`config.mk`:
```
export PLATFORM = sky130hd
export DESIGN_NAME = div_scheduler_flat
export DESIGN_NICKNAME = d
export VERILOG_FILES = /design/src/rtl/div_scheduler_if.sv /design/src/rtl/div_scheduler.sv /design/src/flat_wrapper.sv
export SDC_FILE = /design/constraint.sdc
export NUM_CORES = 1
export LEC_CHECK = 0
export ABC_AREA = 1
export BUFFER_PORTS_ARGS = -buffer_cell sky130_fd_sc_hd__buf_2
export CAP_MARGIN = 10
export CORE_AREA = 2 2 184 186
export CTS_CLUSTER_SIZE = 14
export DETAILED_ROUTE_END_ITERATION = 8
export DIE_AREA = 0 0 186 188
export PLACE_DENSITY_LB_ADDON = 0.25
export SLEW_MARGIN = 20
export SYNTH_ARGS = -nofsm -noshare
export SYNTH_HDL_FRONTEND = slang
export SYNTH_SLANG_ARGS = --single-unit
```
`constraint.sdc`:
```
create_clock -name clk_i -period 3.9 [get_ports clk_i]
set_clock_uncertainty 0.05 [all_clocks]
set_input_delay 0.195 -clock clk_i [delete_from_list [all_inputs] [get_ports clk_i]]
set_output_delay 0.195 -clock clk_i [all_outputs]
set_load 0.005 [all_outputs]
```
`src/rtl/div_scheduler_if.sv`:
```
// Bundle of the requester, divider and response channels around div_scheduler.
// Port names are written from the scheduler's point of view.
interface div_scheduler_if #(
    parameter int WIDTH   = 32,
    parameter int NUM_REQ = 4
);
    localparam int ID_W = $clog2(NUM_REQ);

    logic [NUM_REQ-1:0]       req_valid_i;
    logic [NUM_REQ-1:0]       req_ready_o;
    logic [NUM_REQ*WIDTH-1:0] req_dividend_i;
    logic [NUM_REQ*WIDTH-1:0] req_divisor_i;
    logic [NUM_REQ-1:0]       req_signed_i;

    logic                     div_start_o;
    logic [WIDTH-1:0]         div_dividend_o;
    logic [WIDTH-1:0]         div_divisor_o;
    logic [WIDTH-1:0]         div_quotient_i;
    logic [WIDTH-1:0]         div_remainder_i;
    logic                     div_ready_i;

    logic                     rsp_valid_o;
    logic                     rsp_ready_i;
    logic [ID_W-1:0]          rsp_id_o;
    logic [WIDTH-1:0]         rsp_quotient_o;
    logic [WIDTH-1:0]         rsp_remainder_o;

    // Scheduler side.
    modport master (
        input  req_valid_i, req_dividend_i, req_divisor_i, req_signed_i,
        output req_ready_o,
        output div_start_o, div_dividend_o, div_divisor_o,
        input  div_quotient_i, div_remainder_i, div_ready_i,
        output rsp_valid_o, rsp_id_o, rsp_quotient_o, rsp_remainder_o,
        input  rsp_ready_i
    );

    // Requesters, divider and response consumer.
    modport slave (
        output req_valid_i, req_dividend_i, req_divisor_i, req_signed_i,
        input  req_ready_o,
        input  div_start_o, div_dividend_o, div_divisor_o,
        output div_quotient_i, div_remainder_i, div_ready_i,
        input  rsp_valid_o, rsp_id_o, rsp_quotient_o, rsp_remainder_o,
        output rsp_ready_i
    );
endinterface

```
`src/rtl/div_scheduler.sv`:
```
// Round-robin front end sharing one unsigned divider among NUM_REQ requesters,
// adding signed division and a local divide-by-zero bypass.
module div_scheduler #(
    parameter int WIDTH   = 32,
    parameter int NUM_REQ = 4
) (
    input  logic           clk_i,
    input  logic           rst_ni,
    div_scheduler_if.master bus
);
    localparam int ID_W = $clog2(NUM_REQ);

    typedef enum logic [1:0] {
        S_IDLE,
        S_ISSUE,
        S_WAIT,
        S_RESP
    } state_e;

    state_e           r_state;
    state_e           w_next_state;

    logic [ID_W-1:0]  r_rr_ptr;
    logic [ID_W-1:0]  r_id;
    logic [WIDTH-1:0] r_mag_a;
    logic [WIDTH-1:0] r_mag_b;
    logic [WIDTH-1:0] r_q;
    logic [WIDTH-1:0] r_r;
    logic             r_neg_q;
    logic             r_neg_r;

    logic             w_grant_vld;
    logic [ID_W-1:0]  w_grant_id;
    logic [WIDTH-1:0] w_sel_a;
    logic [WIDTH-1:0] w_sel_b;
    logic             w_sel_sgn;
    logic             w_a_neg;
    logic             w_b_neg;
    logic             w_div_zero;

    // Requester index `offset` positions after `base`, wrapping at NUM_REQ.
    function automatic logic [ID_W-1:0] f_wrap(input logic [ID_W-1:0] base, input int offset);
        int v;
        v = (int'(base) + offset) % NUM_REQ;
        return v[ID_W-1:0];
    endfunction

    // Walk offsets from far to near so the nearest valid requester wins.
    // NOTE: every signal written in an always_comb gets a default first, so no
    // path through the block can leave it unassigned and infer a latch.
    always_comb begin
        w_grant_vld = 1'b0;
        w_grant_id  = r_rr_ptr;
        for (int i = NUM_REQ - 1; i >= 0; i--) begin
            if (bus.req_valid_i[f_wrap(r_rr_ptr, i)]) begin
                w_grant_vld = 1'b1;
                w_grant_id  = f_wrap(r_rr_ptr, i);
            end
        end
    end

    assign w_sel_a    = bus.req_dividend_i[int'(w_grant_id)*WIDTH +: WIDTH];
    assign w_sel_b    = bus.req_divisor_i[int'(w_grant_id)*WIDTH +: WIDTH];
    assign w_sel_sgn  = bus.req_signed_i[w_grant_id];
    assign w_a_neg    = w_sel_sgn & w_sel_a[WIDTH-1];
    assign w_b_neg    = w_sel_sgn & w_sel_b[WIDTH-1];
    assign w_div_zero = (w_sel_b == '0);

    // NOTE: state and data registers use non-blocking assignments so every
    // register samples pre-edge values regardless of statement order.
    always_ff @(posedge clk_i or negedge rst_ni) begin
        if (!rst_ni) begin
            r_state <= S_IDLE;
        end else begin
            r_state <= w_next_state;
        end
    end

    always_comb begin
        w_next_state = r_state;
        case (r_state)
            S_IDLE: begin
                if (w_grant_vld) begin
                    w_next_state = w_div_zero ? S_RESP : S_ISSUE;
                end
            end
            S_ISSUE: w_next_state = S_WAIT;
            S_WAIT: begin
                if (bus.div_ready_i) begin
                    w_next_state = S_RESP;
                end
            end
            S_RESP: begin
                if (bus.rsp_ready_i) begin
                    w_next_state = S_IDLE;
                end
            end
            default: w_next_state = S_IDLE;
        endcase
    end

    // Accept is combinational; reset gates it so every output reads 0 in reset.
    always_comb begin
        bus.req_ready_o = '0;
        for (int k = 0; k < NUM_REQ; k++) begin
            bus.req_ready_o[k] = rst_ni && (r_state == S_IDLE) && w_grant_vld &&
                                 (w_grant_id == ID_W'(k));
        end
    end

    always_ff @(posedge clk_i or negedge rst_ni) begin
        if (!rst_ni) begin
            r_rr_ptr <= '0;
            r_id     <= '0;
            r_mag_a  <= '0;
            r_mag_b  <= '0;
            r_q      <= '0;
            r_r      <= '0;
            r_neg_q  <= 1'b0;
            r_neg_r  <= 1'b0;
        end else begin
            case (r_state)
                S_IDLE: begin
                    if (w_grant_vld) begin
                        r_id     <= w_grant_id;
                        r_rr_ptr <= f_wrap(w_grant_id, 1);
                        r_mag_a  <= w_a_neg ? (-w_sel_a) : w_sel_a;
                        r_mag_b  <= w_b_neg ? (-w_sel_b) : w_sel_b;
                        r_neg_q  <= w_a_neg ^ w_b_neg;
                        r_neg_r  <= w_a_neg;
                        if (w_div_zero) begin
                            r_q <= '1;
                            r_r <= w_sel_a;
                        end
                    end
                end
                S_WAIT: begin
                    if (bus.div_ready_i) begin
                        r_q <= r_neg_q ? (-bus.div_quotient_i)  : bus.div_quotient_i;
                        r_r <= r_neg_r ? (-bus.div_remainder_i) : bus.div_remainder_i;
                    end
                end
                default: ;
            endcase
        end
    end

    assign bus.div_start_o     = (r_state == S_ISSUE);
    assign bus.div_dividend_o  = r_mag_a;
    assign bus.div_divisor_o   = r_mag_b;
    assign bus.rsp_valid_o     = (r_state == S_RESP);
    assign bus.rsp_id_o        = r_id;
    assign bus.rsp_quotient_o  = r_q;
    assign bus.rsp_remainder_o = r_r;
endmodule

```
`src/flat_wrapper.sv`:
```
// flat-port wrapper written by rule: the top's interface ports become plain ports
module div_scheduler_flat 
#(
    parameter int WIDTH   = 32,
    parameter int NUM_REQ = 4
)
  (clk_i, rst_ni, bus_req_valid_i, bus_req_dividend_i, bus_req_divisor_i, bus_req_signed_i, bus_req_ready_o, bus_div_start_o, bus_div_dividend_o, bus_div_divisor_o, bus_div_quotient_i, bus_div_remainder_i, bus_div_ready_i, bus_rsp_valid_o, bus_rsp_id_o, bus_rsp_quotient_o, bus_rsp_remainder_o, bus_rsp_ready_i);
  div_scheduler_if #(.WIDTH(WIDTH), .NUM_REQ(NUM_REQ)) bus_i ();
  input  logic clk_i;
  input  logic rst_ni;
  input wire logic [$bits(bus_i.req_valid_i)-1:0] bus_req_valid_i;
  input wire logic [$bits(bus_i.req_dividend_i)-1:0] bus_req_dividend_i;
  input wire logic [$bits(bus_i.req_divisor_i)-1:0] bus_req_divisor_i;
  input wire logic [$bits(bus_i.req_signed_i)-1:0] bus_req_signed_i;
  output wire logic [$bits(bus_i.req_ready_o)-1:0] bus_req_ready_o;
  output wire logic [$bits(bus_i.div_start_o)-1:0] bus_div_start_o;
  output wire logic [$bits(bus_i.div_dividend_o)-1:0] bus_div_dividend_o;
  output wire logic [$bits(bus_i.div_divisor_o)-1:0] bus_div_divisor_o;
  input wire logic [$bits(bus_i.div_quotient_i)-1:0] bus_div_quotient_i;
  input wire logic [$bits(bus_i.div_remainder_i)-1:0] bus_div_remainder_i;
  input wire logic [$bits(bus_i.div_ready_i)-1:0] bus_div_ready_i;
  output wire logic [$bits(bus_i.rsp_valid_o)-1:0] bus_rsp_valid_o;
  output wire logic [$bits(bus_i.rsp_id_o)-1:0] bus_rsp_id_o;
  output wire logic [$bits(bus_i.rsp_quotient_o)-1:0] bus_rsp_quotient_o;
  output wire logic [$bits(bus_i.rsp_remainder_o)-1:0] bus_rsp_remainder_o;
  input wire logic [$bits(bus_i.rsp_ready_i)-1:0] bus_rsp_ready_i;
  assign bus_i.req_valid_i = bus_req_valid_i;
  assign bus_i.req_dividend_i = bus_req_dividend_i;
  assign bus_i.req_divisor_i = bus_req_divisor_i;
  assign bus_i.req_signed_i = bus_req_signed_i;
  assign bus_req_ready_o = bus_i.req_ready_o;
  assign bus_div_start_o = bus_i.div_start_o;
  assign bus_div_dividend_o = bus_i.div_dividend_o;
  assign bus_div_divisor_o = bus_i.div_divisor_o;
  assign bus_i.div_quotient_i = bus_div_quotient_i;
  assign bus_i.div_remainder_i = bus_div_remainder_i;
  assign bus_i.div_ready_i = bus_div_ready_i;
  assign bus_rsp_valid_o = bus_i.rsp_valid_o;
  assign bus_rsp_id_o = bus_i.rsp_id_o;
  assign bus_rsp_quotient_o = bus_i.rsp_quotient_o;
  assign bus_rsp_remainder_o = bus_i.rsp_remainder_o;
  assign bus_i.rsp_ready_i = bus_rsp_ready_i;
  div_scheduler #(.WIDTH(WIDTH), .NUM_REQ(NUM_REQ)) u_core (.clk_i(clk_i), .rst_ni(rst_ni), .bus(bus_i));
endmodule
```
---- Yosys cells after proc, flatten, opt, wreduce, memory -nomap -nowiden ----
Cells that the tools add are included.
word-level totals
  logic and storage cells ................. 85
  register bits ........................... 136
cells by class
  shifts and indexed selects .............. 2
  muxes and demuxes ....................... 35
  bitwise logic cells ..................... 3
  order comparisons ....................... 5
  reduce and logical (&&, ||, !) cells .... 13
  add/sub/neg operators ................... 8
  equal/unequal tests ..................... 10
operator list
  cell                   count
  $mux W32               10
  $shiftx A128 B8 Y32    2
  $neg A32 Y32           4
  $pmux W32 S2           2
  $logic_not A32 Y1      1
  $mux W2                8
  $lt A2 B3 Y1 const B   5
  $bmux W1 S2            5
  $mux W1                9
  $eq A2 B2 Y1 const B   4
  $pmux W2 S4            1
  $logic_and A1 B1 Y1    6
  $ne A2 B1 Y1 const B   3
  $add A2 B1 Y2 const B  2
  $add A2 B2 Y2 const B  2
  $eq A2 B1 Y1 const B   2
  $logic_not A2 Y1       2
  $reduce_and A4 Y1      1
  $reduce_and A3 Y1      1
  $and A1 B1 Y1          2
  $ne A2 B2 Y1 const B   1
  $reduce_and A2 Y1      1
  $reduce_bool A2 Y1     1
  $xor A1 B1 Y1          1

---- Depth between registers and ports, before layout ----
Gate-level depths: netlist of the first run.
  word-level depth ........................ 12
  depth in mapped cells ................... 28

---- Least setup slack after synthesis of the first run ----
Ideal clock, no wire load.
  kind .................................... reg-to-reg
  from .................................... register u_core.r_rr_ptr[0]
  to ...................................... register u_core.r_r[26] (netlist: u_core.bus.rsp_remainder_o[26])
  slack ................................... 0.857 ns
  setup time .............................. 0.130 ns
  arrival time ............................ 2.863 ns
  cell stages (with the launch flop) ...... 29
  cell sequence ........................... dfrtp_1 buf_6 inv_6 nand2_1 nand2_2 nand2_1 nand2_2 nand2_2 nand2_4 nand2_2 nand2_4 nand2_8 buf_6 buf_6 nand2_1 nand3_1 nand2_1 ha_1 nand3_2 nor2_4 nand2_2 nor2_4 nand3_2 nand2_4 nand2_4 buf_6 buf_6 nand2_1 o21ai_1
on the way
  word-level cells in the longest chain between the ends .. 11
  elaborated cells between the ends (all ways) .. 28
  classes of those cells .................. 3 x add/sub; 2 x eq/ne; 2 x shift; 19 x mux; 2 x reduce/logical
RTL lines
  element                                                                    RTL line                                   RTL
  from (decl)                                                                div_scheduler.sv:23                        logic [ID_W-1:0] r_rr_ptr;
  from (signal assigned)                                                     div_scheduler.sv:126                       r_rr_ptr <= f_wrap(w_grant_id, 1);
  $add A2 B2 Y2                                                              div_scheduler.sv:44                        v = (int'(base) + offset) % NUM_REQ;
  $bmux W1 S2                                                                div_scheduler.sv:55                        if (bus.req_valid_i[f_wrap(r_rr_ptr, i)]) begin
  $mux W1 (implied by the code)                                              div_scheduler.sv:55
  $mux W2 (4 in series)                                                      div_scheduler.sv:55
  $shiftx A128 B8 Y32, on equally long branches                              div_scheduler.sv:63, div_scheduler.sv:62
  $logic_not A32 Y1 / $mux W32 (equally long branches)                       div_scheduler.sv:67, div_scheduler.sv:131
  $ne A2 B1 Y1 (no source line) / $mux W32 (equally long branches)           n/a
  $reduce_and A4 Y1 (no source line) / $pmux W32 S2 (equally long branches)  n/a
  to (signal assigned)                                                       div_scheduler.sv:133                       r_r <= w_sel_a;
  to (signal assigned)                                                       div_scheduler.sv:140                       r_r <= r_neg_r ? (-bus.div_remainder_i) : bus.div_remainder_i;
  to (decl)                                                                  div_scheduler.sv:28                        logic [WIDTH-1:0] r_r;
Parallel ways exist; a longest one is shown, timed or not. The select of a mux whose other input is x is not followed.
A chain may end at the register's enable or synchronous reset.

---- Worst setup path after layout of the first run ----
  from .................................... register u_core.r_rr_ptr[0]
  to ...................................... register u_core.r_q[26] (netlist: u_core.bus.rsp_quotient_o[26])
on the way
  word-level cells in the longest chain between the ends .. 11
  elaborated cells between the ends (all ways) .. 24
  classes of those cells .................. 3 x add/sub; 2 x eq/ne; 1 x shift; 16 x mux; 2 x reduce/logical
RTL lines
  element                                 RTL line              RTL
  $add A2 B2 Y2                           div_scheduler.sv:44
  $bmux W1 S2                             div_scheduler.sv:55
  $mux W1 (implied by the code)           div_scheduler.sv:55
  $mux W2 (4 in series)                   div_scheduler.sv:55
  $shiftx A128 B8 Y32                     div_scheduler.sv:63   assign w_sel_b = bus.req_divisor_i[int'(w_grant_id)*WIDTH +: WIDTH];
  $logic_not A32 Y1                       div_scheduler.sv:67   assign w_div_zero = (w_sel_b == '0);
  $ne A2 B1 Y1 (no source line)           n/a
  $reduce_and A4 Y1 (no source line) (*)  n/a
  to (signal assigned)                    div_scheduler.sv:139  r_q <= r_neg_q ? (-bus.div_quotient_i) : bus.div_quotient_i;
  to (decl)                               div_scheduler.sv:27   logic [WIDTH-1:0] r_q;
Every way passes the cells marked *; elsewhere a longest branch is shown, timed or not. The select of a mux whose other input is x is not followed.

==> results.tsv, run 1 <==
metric	value	unit
status	complete, no violations	
grt_max_degree	84	
setup_tns	0	ns
drt_iter0_drc	1067	
pin_count	468	
netlist_area	12000	µm²
reg2reg_to	u_core.bus.rsp_quotient_o[26]	
crit_path_cell_trace	inv_6 -> nand2_1 -> nand2_2 -> nand2_1 -> nand2_2 -> nand2_2 -> nand2_4 -> nand2_2 -> nand2_4 -> nand2_8 -> clkbuf_16 -> nand2_1 -> nand3_1 -> nand2_1 -> inv_2 -> nor2_2 -> nand2_1 -> nor2_1 -> nand3_2 -> nand2_8 -> nand2_4 -> buf_12 -> nand2_1 -> o21ai_1	
min_to	u_core.bus.rsp_quotient_o[0]	
yosysTopAreaCellShare	28.5	%
critPathSlowestCell	dfrtp_2	
critPathRequiredTime	4.16	ns
critical_path_class	reg2reg	
clk_transition_reported_paths	0.07	ns
critPathBufInv	4	
firstDrtPassIters	5	
wirelength	50.3	mm
clkSinkCount	136	
drv_slew	0	
min_period	3.61	ns
antenna_found_initial	13	
whs_path_depth	3	
critPathMostFrequentCell	nand2_1	
cts_tree	built	
stdcell_count	2830	
setup_viol	0	
dp.cells	2790	
place_congestion	0.931	
max_freq	0.277	GHz
syn_inst	1948	
rr_startpoint	u_core.r_rr_ptr[0]	
crit_family	simple AND/OR/NAND/NOR gates	
synth_area_leaders	dfrtp_1 (28%), nand2_1 (22%), nand3_1 (12%)	
layout-drive-gt1-share	26.2	%
avgSynthCellArea	6.14	µm²
ys_top_cells_by_count	nand2_1 (701), nand3_1 (277), nor2_1 (160), dfrtp_1 (136), inv_1 (130)	
die_area	35000	µm²
antenna_left	0	
die_w	186	µm
synth_nets	2293	
end_kind	register	
fin_util	46.0	%
drt-vias-per-instance	5.09	
tightest_slew	0.910	ns
grt_pass1_wl	74.5	mm
drc	0	
nets	2710	
cp_slowest_stage_delay	0.49	ns
hold_class	in2reg	
num_rows	67	
die_h	188	µm
worst_slack	0.292	ns
core_region_area	33100	µm²
grt_use_total	27.9	%
clockRootBuffer	clkbuf_16	
clockBufferDepth	2	
synth.most_common_cell	nand2_1	
numCtsBuffers	17	
hpwl	39.8	mm
synth_top_cell_by_area	dfrtp_1	
async_flop_share	100	%
yosys_warnings	0	
wl_per_cell	17.8	µm
ys_seq_area_share	28.5	%
yosysUniqueCellTypes	45	
start_util	36.1	%
synth-seq-cells	136	
rsz0062_at_grt	no	
relSlewSlack	39.3	%
synthToLayoutAreaGrowth	27.3	%
post-place-ws	0.0698	ns
synthFlopType	dfrtp_1	
overflow	0	
r2r_setup_slack	0.29	ns
clock_latency	0.43	ns
crit_fanout	63	
crit_arrival	3.87	ns
critPathLaunchType	register	
finalCritPeriodShare	92.5	%
via_count	14400	
hold_viol_final	0	
synth-edff-count	0	
reg2reg_depth	24	
max-cap-violations	0	
htree_levels	4	
min_from	bus_div_quotient_i[0]	
portBuffers	467	
grt_pass1_vias	13300	
[cells in the final DEF, fill, tap and decap left out, types with 9 or more instances in the layout]
cell | synthesis | layout
dfrtp_1 | 136 | 135
o21ai_2 | 19 | 19
inv_1 | 130 | 130
inv_2 | 10 | 9
o211ai_1 | 14 | 14
buf_4 | 10 | 22
buf_2 | 26 | 466
xnor2_1 | 16 | 16
a21oi_1 | 61 | 61
xor2_1 | 17 | 17
nand3_1 | 277 | 277
nand4_1 | 25 | 25
ha_1 | 13 | 12
nand2_1 | 701 | 697
nand2_2 | 29 | 32
o21ai_0 | 115 | 115
o21ai_1 | 39 | 39
clkbuf_16 | 0 | 18
nor2_1 | 160 | 157
nor3_1 | 30 | 30
[registers in the layout, indices dropped and copies added, names as in the netlist]
signal / flops
u_core.r_neg_q: 1
u_core.r_neg_r: 1
u_core.bus.rsp_remainder_o: 32
u_core.bus.rsp_quotient_o: 32
u_core.bus.div_divisor_o: 32
u_core.r_state: 2
u_core.r_rr_ptr: 2
u_core.bus.div_dividend_o: 32
u_core.bus.rsp_id_o: 2
[worst max-delay path by stage]
stage | start | to | slack (ns) | cells past startpoint
2_1_floorplan | u_core.r_rr_ptr[0] | u_core.bus.rsp_remainder_o[26] | 0.86 | 28
3_3_place_gp | u_core.r_rr_ptr[0] | u_core.bus.div_dividend_o[26] | 0.13 | 21
3_5_place_dp | u_core.r_rr_ptr[0] | u_core.bus.div_dividend_o[24] | 0.07 | 23
4_1_cts | u_core.r_rr_ptr[0] | u_core.bus.div_dividend_o[24] | 0.05 | 23
5_1_grt | u_core.r_rr_ptr[0] | u_core.bus.rsp_quotient_o[25] | 0.01 | 23
6_report | u_core.r_rr_ptr[0] | u_core.bus.rsp_quotient_o[26] | 0.29 | 24
[per-stage QoR]
step	area, µm²	hold slack (ns)
floorplan	12000	-0.151
finish	15200	0.0251
global placement	14500	0.159
global route	15200	0.0302
detailed placement	14500	0.162
CTS	15100	0.00602
[what timing repair did]
action | 4_1_cts | 5_1_grt
hold buffers | 1 | 0
gates resized for setup | 0 | 12
setup buffers | 0 | 2
endpoints found under the setup margin | 0 | 104
hold endpoints to repair | 53 | 0
[tightest hold or removal path, delay by kind of cell]
family / cells / cell delay [ns]
buffers and inverters: 1 / 0.11
AOI/OAI and AO/OA: 1 / 0.11
and+or+nand+nor: 1 / 0.06
[cell families (layout without fill, tap and decap cells)]
family                     after synthesis  in the layout  synth area share [%]
xor gates and xnor gates                33             33                  2.42
DFF                                    136            136                  28.5
and+or+nand+nor                       1250           1250                  44.9
adders and majority gates               13             13                  1.36
AOI/OAI and AO/OA                      270            270                  12.7
other                                    0              4                     0
buffers and inverters                  246            676                  10.2
[metal layers]
layer / global-route usage (%) / up-vias / share of wire (%)
li1: - / 7176 / -
met1: 34.1 / 6545 / 41
met2: 47.5 / 575 / 48
met3: 5.81 / 90 / 7.2
met4: 11.4 / 18 / 3.6
met5: 0 / - / 0.20
[area by class of cell]
| cell class | count | area [µm²] |
|---|---|---|
| clock buffer | 17 | 425 |
| multi-input combinational | 1566 | 7380 |
| sequential | 136 | 3400 |
| antenna | 4 | 10.0 |
| fill | 3598 | 17900 |
| timing repair buffer | 501 | 2740 |
| tap | 448 | 561 |
| inverter | 143 | 544 |
| clock inverter | 15 | 163 |
Power of run 1 is not shown: default switching activity piles up to over one toggle a cycle in this logic, so the estimate is an artifact.
==> run 2: changes to the inputs <==
--- a/config.mk
+++ b/config.mk
@@ -13,6 +13,7 @@
 export DETAILED_ROUTE_END_ITERATION = 8
 export DIE_AREA = 0 0 186 188
 export PLACE_DENSITY_LB_ADDON = 0.25
+export SETUP_SLACK_MARGIN = 0.3
 export SLEW_MARGIN = 20
 export SYNTH_ARGS = -nofsm -noshare
 export SYNTH_HDL_FRONTEND = slang
==> run 2 against run 1 <==
  * Via count rose by 2.8%
  * Sequential share of layout area fell by 0.85 points
  * Non-clock buffer count rose by 32
  * Register-to-register slack improved by 0.14 ns
  * Wire length rose by 5.9%
  * Maximum frequency rose by 4.2%
  * Global-route usage barely moved
  * Clock-buffer cell count did not move
  * Core utilization rose by 1.8 points
  * Critical path depth did not move
  * First-iteration DRC count rose by 8.4%
  * Largest cell class unchanged
==> results.tsv, run 2 (synthesized netlist as in run 1, its figures left out) <==
metric	value	unit	change
status	complete, no violations		
crit_fanout	13		-79%
firstDrtPassIters	6		+1
n_fill_cell	3545		-1.5%
start_util	36.1	%	unchanged
antenna_left	0		unchanged
core_region_area	33100	µm²	unchanged
final_common_cell	nand2_1		
clk_transition_reported_paths	0.07	ns	about the same
top_usage_layer	met2		
grt_use_met2	47.5	%	about the same
dp.cells	2790		unchanged
post-place-ws	0.0698	ns	unchanged
drc	0		unchanged
pin_count	468		unchanged
worst_slack	0.436	ns	+0.144 ns
critPathLaunchType	register		
hpwl	39.8	mm	unchanged
critPathSlowestCell	dfrtp_2		
drt-vias-per-instance	5.17		+1.6%
grt_pass1_wl	74.4	mm	about the same
finalCritPeriodShare	88.8	%	-3.7 points
tightest_slew	0.928	ns	+0.0181 ns
clock_latency	0.44	ns	about the same
num_rows	67		unchanged
place_congestion	0.931		unchanged
max_freq	0.289	GHz	+4.2%
numCtsBuffers	17		unchanged
setup_tns	0	ns	unchanged
crit_family	simple AND/OR/NAND/NOR gates		
clockRootBuffer	clkbuf_16		
critPathMostFrequentCell	nand2_1		
synthToLayoutAreaGrowth	32.4	%	
end_kind	register		
cp_slowest_stage_delay	0.47	ns	-0.02 ns
overflow	0		unchanged
drt_iter0_drc	1157		+8.4%
clockBufferDepth	2		unchanged
nets	2745		+1.3%
via_count	14800		+2.8%
crit_arrival	3.74	ns	-0.13 ns
crit_path_cell_trace	buf_6 -> nand2_1 -> nand2_2 -> nand2_1 -> nand2_1 -> inv_2 -> nand2_4 -> nand3_4 -> nand2_8 -> clkbuf_16 -> clkbuf_4 -> nand2_1 -> nand3_1 -> nand2_2 -> nand2_2 -> nor2_4 -> nand2_1 -> nor2_4 -> nand3_4 -> nand2_8 -> nand2_4 -> clkbuf_16 -> nand2_2 -> o21ai_2		
r2r_setup_slack	0.44	ns	+0.14 ns
grt_util_met3	5.67	%	-0.14 points
multi_input_area	7530	µm²	+2.0%
min_period	3.46	ns	-0.144 ns
grt_max_degree	84		unchanged
setup_viol	0		unchanged
max-cap-violations	0		unchanged
critPathBufInv	5		+1
wl_per_cell	18.6	µm	+4.6%
htree_levels	4		unchanged
relSlewSlack	38.1	%	-1.2 points
rsz0062_at_grt	no		
ff_latch_area	3410	µm²	about the same
portBuffers	467		unchanged
cts_tree	built		
drv_slew	0		unchanged
clkSinkCount	136		unchanged
grt_pass1_vias	13300		-0.068%
hold_class	in2reg		
critical_path_class	reg2reg		
die_area	35000	µm²	unchanged
antenna_found_initial	13		unchanged
die_h	188	µm	unchanged
die_w	186	µm	unchanged
wirelength	53.3	mm	+5.9%
mostFrequentLayoutCells	nand2_1 (686), buf_2 (466), nand3_1 (273)		
grtUsageMet1	34.1	%	+0.061 points
grt_use_total	27.9	%	about the same
hold_viol_final	0		unchanged
stdcell_count	2865		+1.2%
layout-drive-gt1-share	28.1	%	+2.0 points
critPathRequiredTime	4.17	ns	about the same
-- run 2: cell count changes in the layout (fill, tap and decap cells not counted), moves of 2 or more --
| cell | previous run | this run |
|---|---|---|
| buf_6 | 2 | 8 |
| nand2_4 | 5 | 8 |
| buf_4 | 22 | 37 |
| nand3_1 | 277 | 273 |
| buf_12 | 8 | 4 |
| nand2_2 | 32 | 41 |
| nand3_2 | 3 | 6 |
| nand2_8 | 2 | 4 |
| buf_16 | 1 | 7 |
| nor2_2 | 6 | 9 |
| nand2_1 | 697 | 686 |
| clkbuf_16 | 18 | 25 |
| nor2_1 | 157 | 153 |
| clkbuf_4 | 0 | 2 |
-- run 2: final cells by class --
type,instances,share of cell area [%]
timing repair buffer,533,20.2
clock buffer,17,2.69
sequential,136,21.5
inverter,143,3.47
antenna,4,0.0632
tap,448,3.54
clock inverter,15,1.03
multi-input combinational,1569,47.5
-- run 2: final timing paths --
path / from / to / cells past startpoint
setup reg to reg: u_core.r_rr_ptr[0] / u_core.bus.rsp_remainder_o[19] / 24
hold reg to reg: u_core.bus.rsp_remainder_o[4] / u_core.bus.rsp_remainder_o[4] / 2
setup / recovery: u_core.r_rr_ptr[0] / u_core.bus.rsp_remainder_o[19] / 24
hold / removal: bus_div_quotient_i[0] / u_core.bus.rsp_quotient_o[0] / 3
max in group asynchronous: rst_ni / u_core.bus.div_dividend_o[21] / 3
min in group asynchronous: rst_ni / u_core.r_state[1] / 2
-- run 2: worst reg2reg max path: cells and delay by family, from the launching register on --
kind / cells / cell delay [ns]
simple gates: 18 / 1.95
buf+inv: 5 / 0.86
flops: 1 / 0.47
compound gates: 1 / 0.04
-- run 2: through the flow --
stage               util [%]  instance area [µm²]  hold WS [ns]
floorplan                  -                12000        -0.151
global placement        43.9                14500         0.159
detailed placement      43.9                14500         0.162
CTS                     45.8                15200       0.00602
global route            47.8                15800        0.0302
finish                  47.8                15800        0.0215
-- run 2: repair_timing --
item | 4_1_cts | 5_1_grt
hold buffers | 1 | 0
pin swaps | 0 | 13
buffers inserted | 0 | 23
cloned | 0 | 15
resized for setup | 9 | 47
setup endpoints to repair | 99 | 111
hold endpoints to repair | 53 | 0
-- run 2: layer usage --
metal / wire (µm) / up-vias
li1: - / 7255
met1: 21300 / 6796
met2: 25600 / 629
met3: 4060 / 115
met4: 2160 / 18
met5: 100 / -
Power of run 2 is left out for the same reason.
==> run 3: changes to the inputs <==
--- a/config.mk
+++ b/config.mk
@@ -12,7 +12,7 @@
 export CTS_CLUSTER_SIZE = 14
 export DETAILED_ROUTE_END_ITERATION = 8
 export DIE_AREA = 0 0 186 188
-export PLACE_DENSITY_LB_ADDON = 0.25
+export PLACE_DENSITY = 0.6
 export SETUP_SLACK_MARGIN = 0.3
 export SLEW_MARGIN = 20
 export SYNTH_ARGS = -nofsm -noshare
==> constraint.sdc (replaced) <==
create_clock -name clk_i -period 4 [get_ports clk_i]
set_clock_uncertainty 0.05 [all_clocks]
set_input_delay 0.2 -clock clk_i [delete_from_list [all_inputs] [get_ports clk_i]]
set_output_delay 0.2 -clock clk_i [all_outputs]
set_load 0.005 [all_outputs]
==> run 3 against run 2 <==
  * First-iteration DRC count fell by 12%
  * Largest cell class unchanged
  * Wire length down 5.6%
  * Worst hold slack worse by 0.0011 ns
  * Final cell count decreased by 1.2%
  * Core utilization is 1.9 points lower
  * Sequential share of layout area up 0.90 points
  * Clock-buffer cell count unchanged
  * Global-route usage up 0.38 points
  * Design area is 4.0% lower
  * Flip-flop and latch count unchanged
  * Highest routed layer unchanged
  * Register-to-register slack gained 0.12 ns
==> results.tsv, run 3 (synthesized netlist as in run 1, its figures left out) <==
metric	value	unit	change
cp_slowest_stage_delay	0.49	ns	+0.02 ns
top_usage_layer	met2		
drc	0		unchanged
grtUsageMet1	33.8	%	-0.30 points
setup_tns	0	ns	unchanged
drt_iter0_drc	1013		-12%
die_w	186	µm	unchanged
tightest_slew	0.890	ns	-0.0378 ns
cts_tree	built		
min_from	bus_div_quotient_i[31]		
clock_latency	0.43	ns	about the same
whs	0.0203	ns	-0.00112 ns
crit_path_cell_trace	inv_6 -> nand2_2 -> nand3_1 -> nand2_1 -> inv_1 -> nand2_2 -> nand2_4 -> nand2_2 -> nand2_4 -> nand2_8 -> clkbuf_8 -> nand2_1 -> nand3_1 -> nand2_1 -> nand3_1 -> nor2_2 -> nand3_1 -> nor2_1 -> o21ai_0 -> nand3_1 -> nand2_1		
setup_viol	0		unchanged
n_fill_cell	3675		+3.7%
min_to	u_core.bus.rsp_quotient_o[31]		
grt_use_met2	48.8	%	+1.3 points
grt_max_degree	137		+63%
htree_levels	4		unchanged
finalCritPeriodShare	86.1	%	-2.8 points
final_common_cell	nand2_1		
crit_fanout	82		+69
numCtsBuffers	17		unchanged
clockRootBuffer	clkbuf_16		
hpwl	39.9	mm	+0.27%
critPathLaunchType	register		
post-place-ws	0.251	ns	+0.181 ns
antenna_found_initial	14		+1
clk_transition_reported_paths	0.07	ns	about the same
critPathRequiredTime	4.26	ns	+0.09 ns
start_util	36.1	%	unchanged
place_congestion	0.893		-4.0%
pin_count	468		unchanged
whs_path_depth	3		unchanged
end_kind	register		
hold_viol_final	0		unchanged
grt_util_met3	6.58	%	+0.91 points
nets	2709		-1.3%
wirelength	50.3	mm	-5.6%
die_area	35000	µm²	unchanged
hold_class	in2reg		
critPathSlowestCell	dfrtp_2		
drv_slew	0		unchanged
mostFrequentLayoutCells	nand2_1 (700), buf_2 (466), nand3_1 (277)		
max_freq	0.290	GHz	+0.63%
relSlewSlack	40.6	%	+2.5 points
grt_use_total	28.3	%	+0.38 points
status	complete, no violations		
reg2reg_to	u_core.bus.div_dividend_o[19]		
clockBufferDepth	2		unchanged
critPathBufInv	3		-2
crit_family	simple AND/OR/NAND/NOR gates		
portBuffers	467		unchanged
drt-vias-per-instance	5.14		-0.53%
fin_util	45.9	%	-1.9 points
antenna_left	0		unchanged
min_period	3.44	ns	-0.0216 ns
via_count	14600		-1.7%
max-cap-violations	0		unchanged
die_h	188	µm	unchanged
r2r_setup_slack	0.56	ns	+0.12 ns
clkSinkCount	136		unchanged
layout-drive-gt1-share	26.0	%	-2.1 points
synthToLayoutAreaGrowth	27.1	%	
reg2reg_depth	21		-13%
crit_arrival	3.70	ns	-0.04 ns
rr_startpoint	u_core.r_rr_ptr[0]		
critical_path_class	reg2reg		
overflow	0		unchanged
critPathMostFrequentCell	nand3_1		
grt_pass1_wl	75.7	mm	+1.7%
firstDrtPassIters	5		-1
rsz0062_at_grt	yes		
grt_pass1_vias	13700		+2.7%
num_rows	67		unchanged
worst_slack	0.557	ns	+0.122 ns
wl_per_cell	17.8	µm	-4.5%
core_region_area	33100	µm²	unchanged
run 3: cell count changes in the layout (fill, tap and decap cells not counted), sizes merged:
cell	delta
clkinvlp	-4
clkbuf	-9
diode	+2
clkinv	+3
bufinv	-1
nand2	-3
inv	+2
buf	-24
run 3: worst max-delay path by stage:
stage / start / endpoint / slack, ns / cells after the start
finish: u_core.r_rr_ptr[0] / u_core.bus.div_dividend_o[19] / 0.56 / 21
global placement: u_core.r_rr_ptr[0] / u_core.bus.div_dividend_o[27] / 0.30 / 24
CTS: u_core.r_rr_ptr[0] / u_core.bus.div_dividend_o[19] / 0.40 / 20
floorplan: u_core.r_rr_ptr[0] / u_core.bus.rsp_remainder_o[26] / 0.96 / 28
detailed placement: u_core.r_rr_ptr[0] / u_core.bus.div_dividend_o[21] / 0.25 / 21
global route: u_core.r_rr_ptr[0] / u_core.bus.div_dividend_o[24] / 0.25 / 24
run 3: repair_timing:
item                                    CTS  global route
endpoints found under the setup margin   66            91
hold buffers                              1             0
setup buffers                             0             1
cloned                                    0             0
resized for setup                         4            14
endpoints found under the hold margin   136             0
run 3: worst register-to-register path: cells and delay by family, from the launching register on:
kind	cells	cell delay, ns
simple gates	17	2.14
buf+inv	3	0.52
flops	1	0.49
compound gates	1	0.10
run 3: layer usage:
metal / share of wire [%] / up-vias
li1: - / 7176
met4: 3.7 / 16
met3: 7.9 / 100
met2: 48 / 603
met1: 40 / 6665
met5: 0.21 / -
run 3: layout make-up:
| class | count | area [µm²] | area share, % |
|---|---|---|---|
| tap | 448 | 561 | 3.69 |
| antenna | 6 | 15.0 | 0.0988 |
| clock inverter | 15 | 159 | 1.05 |
| timing repair buffer | 500 | 2710 | 17.8 |
| multi-input combinational | 1566 | 7380 | 48.5 |
| clock buffer | 17 | 425 | 2.80 |
| sequential | 136 | 3400 | 22.4 |
| inverter | 143 | 549 | 3.61 |
run 3: metrics by stage:
step / instances / area, µm²
finish: 2831 / 15200
global route: 2829 / 15200
CTS: 2824 / 15100
detailed placement: 2791 / 14500
global placement: 2791 / 14500
floorplan: 1948 / 12000
Power of run 3 is left out for the same reason.
